===== src/rtl/pipelined_subtractor.sv =====
// pipelined_subtractor
//   Computes d = x - y - bin (mod 2^WIDTH) with a borrow chain split into
//   STAGE_W-bit chunks, one chunk per pipeline stage (NSTAGES = WIDTH/STAGE_W).
//   Stage k resolves bits [k*STAGE_W +: STAGE_W] using the borrow registered by
//   stage k-1. Every stage register holds the result chunks computed so far, the
//   operand chunks still to be consumed and the borrow out of its chunk.
//   All stages advance together when the output is empty or being taken.
//
// Ports
//   clk        clock, rising edge
//   rst        synchronous active-high reset
//   in_valid   operands valid
//   in_ready   block accepts operands (combinational, = ~out_valid | out_ready)
//   x, y, bin  minuend, subtrahend, borrow-in
//   out_valid  result valid (registered)
//   out_ready  consumer accepts result
//   d, bout    difference and borrow-out (registered)
//   ovf        signed overflow, only when PIPE_SUB_SIGNED_OVF_EN is defined
//
// Optional feature macro: PIPE_SUB_SIGNED_OVF_EN
module pipelined_subtractor #(
  parameter int WIDTH   = 32,
  parameter int STAGE_W = 8
) (
  input  logic             clk,
  input  logic             rst,
  input  logic             in_valid,
  output logic             in_ready,
  input  logic [WIDTH-1:0] x,
  input  logic [WIDTH-1:0] y,
  input  logic             bin,
  output logic             out_valid,
  input  logic             out_ready,
  output logic [WIDTH-1:0] d,
`ifdef PIPE_SUB_SIGNED_OVF_EN
  output logic             ovf,
`endif
  output logic             bout
);

  localparam int NSTAGES = WIDTH / STAGE_W;

  if ((WIDTH % STAGE_W) != 0) begin : g_bad_cfg
    $error("pipelined_subtractor: WIDTH must be a multiple of STAGE_W");
  end

  // Ripple full-subtractor over one chunk; returns {borrow_out, difference}.
  function automatic logic [STAGE_W:0] sub_chunk(input logic [STAGE_W-1:0] a,
                                                 input logic [STAGE_W-1:0] b,
                                                 input logic               bi);
    logic [STAGE_W-1:0] r;
    logic               c;
    r = '0;
    c = bi;
    for (int i = 0; i < STAGE_W; i++) begin
      r[i] = a[i] ^ b[i] ^ c;
      c    = (~a[i] & b[i]) | (~(a[i] ^ b[i]) & c);
    end
    return {c, r};
  endfunction

  logic adv;
  assign adv      = ~out_valid | out_ready;
  assign in_ready = adv;

  for (genvar k = 0; k < NSTAGES; k++) begin : g_stage
    localparam int DW = (k + 1) * STAGE_W;  // result bits known after this stage
    localparam int RW = WIDTH - DW;         // operand bits still pending

    logic               v_src;
    logic               b_src;
    logic [STAGE_W-1:0] x_c;
    logic [STAGE_W-1:0] y_c;
    logic [STAGE_W:0]   res;
    logic [DW-1:0]      d_nxt;
    logic               v_q;
    logic               b_q;
    logic [DW-1:0]      d_q;

    if (k == 0) begin : g_src
      assign v_src = in_valid;
      assign b_src = bin;
      assign x_c   = x[STAGE_W-1:0];
      assign y_c   = y[STAGE_W-1:0];
      assign d_nxt = res[STAGE_W-1:0];
    end else begin : g_src
      assign v_src = g_stage[k-1].v_q;
      assign b_src = g_stage[k-1].b_q;
      assign x_c   = g_stage[k-1].g_ops.x_q[STAGE_W-1:0];
      assign y_c   = g_stage[k-1].g_ops.y_q[STAGE_W-1:0];
      assign d_nxt = {res[STAGE_W-1:0], g_stage[k-1].d_q};
    end

    assign res = sub_chunk(x_c, y_c, b_src);

    // Data only loads with a valid token so inputs are sampled on transfers only.
    always_ff @(posedge clk) begin
      if (rst) begin
        v_q <= 1'b0;
        b_q <= 1'b0;
        d_q <= '0;
      end else if (adv) begin
        v_q <= v_src;
        if (v_src) begin
          b_q <= res[STAGE_W];
          d_q <= d_nxt;
        end
      end
    end

    if (RW > 0) begin : g_ops
      logic [RW-1:0] x_q;
      logic [RW-1:0] y_q;
      logic [RW-1:0] x_nxt;
      logic [RW-1:0] y_nxt;

      if (k == 0) begin : g_first
        assign x_nxt = x[WIDTH-1:STAGE_W];
        assign y_nxt = y[WIDTH-1:STAGE_W];
      end else begin : g_rest
        assign x_nxt = g_stage[k-1].g_ops.x_q[WIDTH-k*STAGE_W-1:STAGE_W];
        assign y_nxt = g_stage[k-1].g_ops.y_q[WIDTH-k*STAGE_W-1:STAGE_W];
      end

      always_ff @(posedge clk) begin
        if (rst) begin
          x_q <= '0;
          y_q <= '0;
        end else if (adv && v_src) begin
          x_q <= x_nxt;
          y_q <= y_nxt;
        end
      end
    end
  end

  assign out_valid = g_stage[NSTAGES-1].v_q;
  assign d         = g_stage[NSTAGES-1].d_q;
  assign bout      = g_stage[NSTAGES-1].b_q;

`ifdef PIPE_SUB_SIGNED_OVF_EN
  // The last stage works on the top chunk, so its chunk MSBs are the word MSBs.
  logic x_msb;
  logic y_msb;
  logic d_msb;
  assign x_msb = g_stage[NSTAGES-1].x_c[STAGE_W-1];
  assign y_msb = g_stage[NSTAGES-1].y_c[STAGE_W-1];
  assign d_msb = g_stage[NSTAGES-1].res[STAGE_W-1];

  always_ff @(posedge clk) begin
    if (rst) begin
      ovf <= 1'b0;
    end else if (adv && g_stage[NSTAGES-1].v_src) begin
      ovf <= (x_msb ^ y_msb) & (x_msb ^ d_msb);
    end
  end
`endif

endmodule


===== config.mk =====
export PLATFORM = sky130hd
export DESIGN_NAME = pipelined_subtractor
export DESIGN_NICKNAME = d
export VERILOG_FILES = /design/src/rtl/pipelined_subtractor.sv
export SDC_FILE = /design/constraint.sdc
export NUM_CORES = 1
export LEC_CHECK = 0
export CAP_MARGIN = 15
export CORE_MARGIN = 1
export CORE_UTILIZATION = 30
export CTS_CLUSTER_DIAMETER = 80
export DETAILED_ROUTE_END_ITERATION = 16
export SLEW_MARGIN = 20
export SYNTH_ARGS = -nofsm -noshare
export SYNTH_HDL_FRONTEND = slang
export SYNTH_SLANG_ARGS = --single-unit

===== constraint.sdc =====
create_clock -name clk -period 7.1 [get_ports clk]
set_input_delay 1.42 -clock clk [delete_from_list [all_inputs] [get_ports clk]]
set_output_delay 1.42 -clock clk [all_outputs]
set_load 0.005 [all_outputs]

## Yosys cells after proc, flatten, opt, wreduce, memory -nomap -nowiden

Index checks and enable logic that the tools add are counted.

| storage, ports and cells | value |
|---|---|
| flip-flop bits (word level) | 184 |
| input bits | 69 |
| output and inout bits | 35 |
| logic and storage cells | 251 |

| operators by class | value |
|---|---|
| reductions and logical operators | 7 |
| bitwise operators | 226 |

Operators by type and width:

| kind | number |
|---|---|
| $not 1->1 | 65 |
| $and 1x1->1 | 64 |
| $xor 1x1->1 | 64 |
| $or 1x1->1 | 33 |
| $reduce_and 2->1 | 4 |
| $logic_and 1x1->1 | 3 |

## Logic depth before layout (Yosys ltp)

| depth | value |
|---|---|
| depth after elaboration | 18 |
| gate-level depth with buffers | 13 |
| gate-level depth less buffers | 13 |

## Worst setup path before layout

OpenSTA, ideal clock, no wires.

| timing path | value |
|---|---|
| path kind | input to register |
| start point | input port y[0] |
| end point | register g_stage[0].d_q[7] |
| stages on the path | 13 |
| library setup time | 131 ps |
| required time | 6,969 ps |
| arrival time | 4,539 ps |
| path buffers | 0 |
| path slack | 2,431 ps |
| cells stage by stage | inv_1 -> fa_1 -> inv_1 -> fa_1 -> fa_1 -> fa_1 -> fa_1 -> fa_1 -> fa_1 -> inv_1 -> fa_1 -> nand4b_1 -> o21ai_0 |

| on the way | value |
|---|---|
| longest elaborated chain between the ends | 17 |
| elaborated cells between the ends (all ways) | 18 |
| classes of those cells | bitwise (18) |

RTL lines:

| what | line | source |
|---|---|---|
| start: declaration | 30 | `input logic [WIDTH-1:0] y,` |
| $xor 1x1->1 | 57 | `c = (~a[i] & b[i]) \| (~(a[i] ^ b[i]) & c);` |
| $not 1->1 | 57 |  |
| $and 1x1->1 | 57 |  |
| $or 1x1->1 (*) | 57 |  |
| $and 1x1->1 (*) | 57 |  |
| $or 1x1->1 (*) | 57 |  |
| $and 1x1->1 (*) | 57 |  |
| $or 1x1->1 (*) | 57 |  |
| [2 not listed] | -- |  |
| $and 1x1->1 (*) | 57 |  |
| $or 1x1->1 (*) | 57 |  |
| $and 1x1->1 (*) | 57 |  |
| $or 1x1->1 (*) | 57 |  |
| $and 1x1->1 (*) | 57 |  |
| $or 1x1->1 (*) | 57 |  |
| $xor 1x1->1 (*) | 56 | `r[i] = a[i] ^ b[i] ^ c;` |
| net g_stage[0].d_nxt[7] | 75 | `logic [DW-1:0] d_nxt;` |
| end signal: assignment | 106 | `d_q <= d_nxt;` |
| end: declaration | 78 | `logic [DW-1:0] d_q;` |

Mark *: on every way through the listed nets, which the timed path passes. The rest lies on a longest branch.
A chain may end at the register's enable or synchronous reset.

## Worst setup path after layout

| timing path | value |
|---|---|
| start point | input port x[0] |
| end point | register g_stage[0].d_q[7] |

| on the way | value |
|---|---|
| longest elaborated chain between the ends | 17 |
| elaborated cells between the ends (all ways) | 19 |
| classes of those cells | bitwise (19) |

RTL lines:

| what | line | source |
|---|---|---|
| start: declaration | 29 | `input logic [WIDTH-1:0] x,` |
| $xor 1x1->1 | 57 |  |
| $not 1->1 | 57 |  |
| $and 1x1->1 | 57 |  |
| $or 1x1->1 (*) | 57 |  |
| $and 1x1->1 (*) | 57 |  |
| $or 1x1->1 (*) | 57 |  |
| $and 1x1->1 (*) | 57 |  |
| $or 1x1->1 (*) | 57 |  |
| [2 not listed] | -- |  |
| $and 1x1->1 (*) | 57 |  |
| $or 1x1->1 (*) | 57 |  |
| $and 1x1->1 (*) | 57 |  |
| $or 1x1->1 (*) | 57 |  |
| $and 1x1->1 (*) | 57 |  |
| $or 1x1->1 (*) | 57 |  |
| $xor 1x1->1 (*) | 56 |  |
| net g_stage[0].d_nxt[7] | 75 |  |

Marked as above.

==> key figures <==
Place
  • Cell Area, Placed: 8941 um^2
  • Post-DP HPWL: 12350 um
  • PortBufs: 103
  • Pre-CTS setup slack: 1.844 ns
  • GP Congestion: 0.7704

Finish
  • Fillcell total: 2669
  • Final Cell Area: 9519 um^2
  • Layout cells sized above 1: 0.05125
  • Nets: 1006
  • N_diodes: 0
  • Synth-to-layout area growth: 20.06%

Routing
  • 1st-pass router iterations: 5
  • Number of remaining DRC errors: 0
  • Drt via density: 4.835
  • ANT nets after route: 0
  • Vias after detailed routing: 6053
  • Routed WL per cell: 15.02 um
  • Final wirelength: 18800 um
  • Initial DRC count: 385

Critical path
  • Crit. End Element: flip-flop
  • Worst EP arrival: 5.12 ns
  • Crit Path Category: in2reg
  • Required time worst endpoint: 7.40 ns
  • Startpoint Class: input pin
  • Worst r2r path cells: 13
  • Slowest-stage cell, CP: clkdlybuf4s50_1
  • Largest stage delay on the critical path: 0.48 ns
  • CP Cell Sequence: clkdlybuf4s50_1 > fa_1 > inv_1 > fa_1 > fa_1 > fa_1 > fa_1 > fa_1 > fa_1 > inv_1 > fa_1 > nand4b_1 > o21ai_0
  • Worst R2R Setup Slack: 3.22 ns
  • Most common cell on crit path: fa_1
  • R2R Path End: g_stage[1].d_q[15]
  • Max FO, Critical Path: 1
  • FF-to-FF Start: g_stage[0].b_q

STA
  • Setup ws final: 2.279 ns
  • Final hold violations: 0
  • Max_slew headroom: 0.3299
  • Tcrit/Tclk final: 0.6791
  • Slew Limit Fails: 0
  • RSZ-0062 raised after global routing: false
  • FMAX: 0.2074 GHz
  • Setup Skew: 0.009667 ns
  • Post-route minimum period: 4.821 ns
  • Setup TNS: 0 ns
  • Least-Margin Pin Slew: 1.005 ns
  • Finish-stage setup viols: 0

Synth
  • Top cell type by total area after synthesis: dfxtp_1
  • Register bit total from synthesis: 184
  • Main synth FF type: dfxtp_1
  • Yosys top cell area share: 0.4646
  • Synth unique cells: 26
  • Synthesized netlist cell count: 859
  • Synth Cell Area: 7929 um^2
  • Top post-synthesis cells by count: dfxtp_1 (184), a21oi_1 (141), o21ai_0 (116), nand3_1 (109), nand2b_1 (58)
  • Post-synthesis sequential area ratio: 0.4646
  • EDFF count, synth: 0
  • Synth Warn #: 0
  • Synth async-reset ratio: 0
  • Avg Inst Size Synth: 9.230 um^2
  • Syn nets: 960
  • Count leader, synth: dfxtp_1
  • Largest cells by area after synthesis: dfxtp_1 (46%), a21oi_1 (8.9%), fa_1 (8.1%), o21ai_0 (7.3%), nand3_1 (6.9%)

Pwr
  • Power, Total: 2.243 mW
  • Pwr dens: 235.7 nW/um^2
  • Max VDD drop: 0.0001389 V
  • LEAKAGE: 3.258 nW

Clock tree
  • H-tree lvl count: 4
  • Post-CTS setup buffers: 0
  • Clock slew at reported path FFs: 0.06 ns
  • CTS max path bufs: 2
  • CTS tree: built
  • Root Driver: clkbuf_16
  • Inserted Clock Buffers: 17
  • CTS resizes: 0
  • # hold bufs at CTS: 0
  • Worst-Skew Late Latency: 0.43 ns
  • Clk sink count: 184

Job
  • Max-Cap Viols: 0

Floorplan
  • Die X: 164.6 um
  • Die Area: 27080 um^2
  • Die H: 164.6 um
  • Ports: 104
  • Core area: 25980 um^2
  • Initial Util: 0.3051
  • Placement row count: 59

Hold path
  • Hold Startpoint: g_stage[1].g_ops.x_q[11]
  • Worst Hold Class: reg2reg
  • Min-Delay Path Depth: 2
  • Worst Hold Path EP: g_stage[2].g_ops.x_q[3]

Global route
  • Vias in the first global route: 5864
  • First-pass GRT wire length: 31090 um
  • Initial antenna violation count: 0
  • Grt ovf: 0
  • GRT Total Usage: 0.1450
  • Pin count of the biggest net entering global routing: 117

Run status
  • Outcome: finished clean
[through the flow]
step                      std cells    util  hold slack, ns
after global routing           1252  0.3663          0.4826
final                          1252  0.3663          0.4644
after CTS                      1252  0.3662          0.4666
after detailed placement       1221  0.3441          0.4586
after global placement         1221  0.3441          0.4546
after floorplan                 859       -          0.4428
[routing by layer]
layer,GRT usage,part of all wire,vias up
met5,0,0,-
met4,0.04796,0.015,0
met3,0.02411,0.039,20
met2,0.2118,0.44,127
met1,0.2140,0.51,2846
li1,-,-,3060
[report_power, final]
group,switching [mW],internal [mW]
sequential,0.0198,1.07
combinational,0.119,0.103
clock,0.412,0.521
total,0.551,1.69
[how the worst max path moves through the flow]
stage,from,endpoint,slack (ns),depth (start not counted)
global placement,x[0],g_stage[0].d_q[7],1.89,13
finish,x[0],g_stage[0].d_q[7],2.28,13
detailed placement,x[0],g_stage[0].d_q[7],1.84,13
floorplan,y[0],g_stage[0].d_q[7],2.43,13
global route,y[0],g_stage[0].d_q[7],2.14,14
CTS,x[0],g_stage[0].d_q[7],2.28,13
[kinds of logic (layout without fill, tap and decap cells)]
group	after synthesis	after routing	synth area share
adder cells (fa/ha/maj)	32	32	0.08079
multiplexers	31	31	0.03914
AND/OR/NAND/NOR	190	190	0.1386
AO/OA/AOI/OAI	290	290	0.1919
flip-flops	184	184	0.4646
buffers and inverters	132	190	0.08506
[cell type report]
cell class	instances	area, um^2	share of cell area
clock inverters	13	145.1	0.01525
clock buffers	18	429.2	0.04508
multi-input cells	543	3571	0.3751
flip-flops and latches	184	3684	0.3870
well taps	335	419.2	0.04403
inverters	49	191.4	0.02011
repair buffers	110	1080	0.1134
[sequential cells by signal, indices dropped and copies added (netlist names)]
name               cells
g_stage.d_q           48
g_stage.b_q            3
bout                   1
g_stage.v_q            3
d                     32
g_stage.g_ops.x_q     48
out_valid              1
g_stage.g_ops.y_q     48
[critical path, delay by kind of cell]
family | cells | cell delay (ns)
AOI/OAI and AO/OA | 1 | 0.10
and+or+nand+nor | 1 | 0.11
adders and majority gates | 8 | 2.89
buffers and inverters | 3 | 0.60
[placed cells by master, fill, tap and decap left out, types with 2 or more instances in the layout]
cell and n:
a211oi_1 28, a21oi_1 141, buf_4 7, bufinv_16 2
clkbuf_16 17, clkdlybuf4s50_1 101, clkinv_2 3, clkinv_4 2
clkinvlp_4 2, dfxtp_1 184, fa_1 32, inv_1 46
inv_2 2, inv_6 3, inv_8 2, mux2i_1 31
nand2_1 5, nand2b_1 58, nand3_1 109, nand4b_1 12
o21ai_0 116, o21ai_1 5
(Power assumes the default switching activity.)
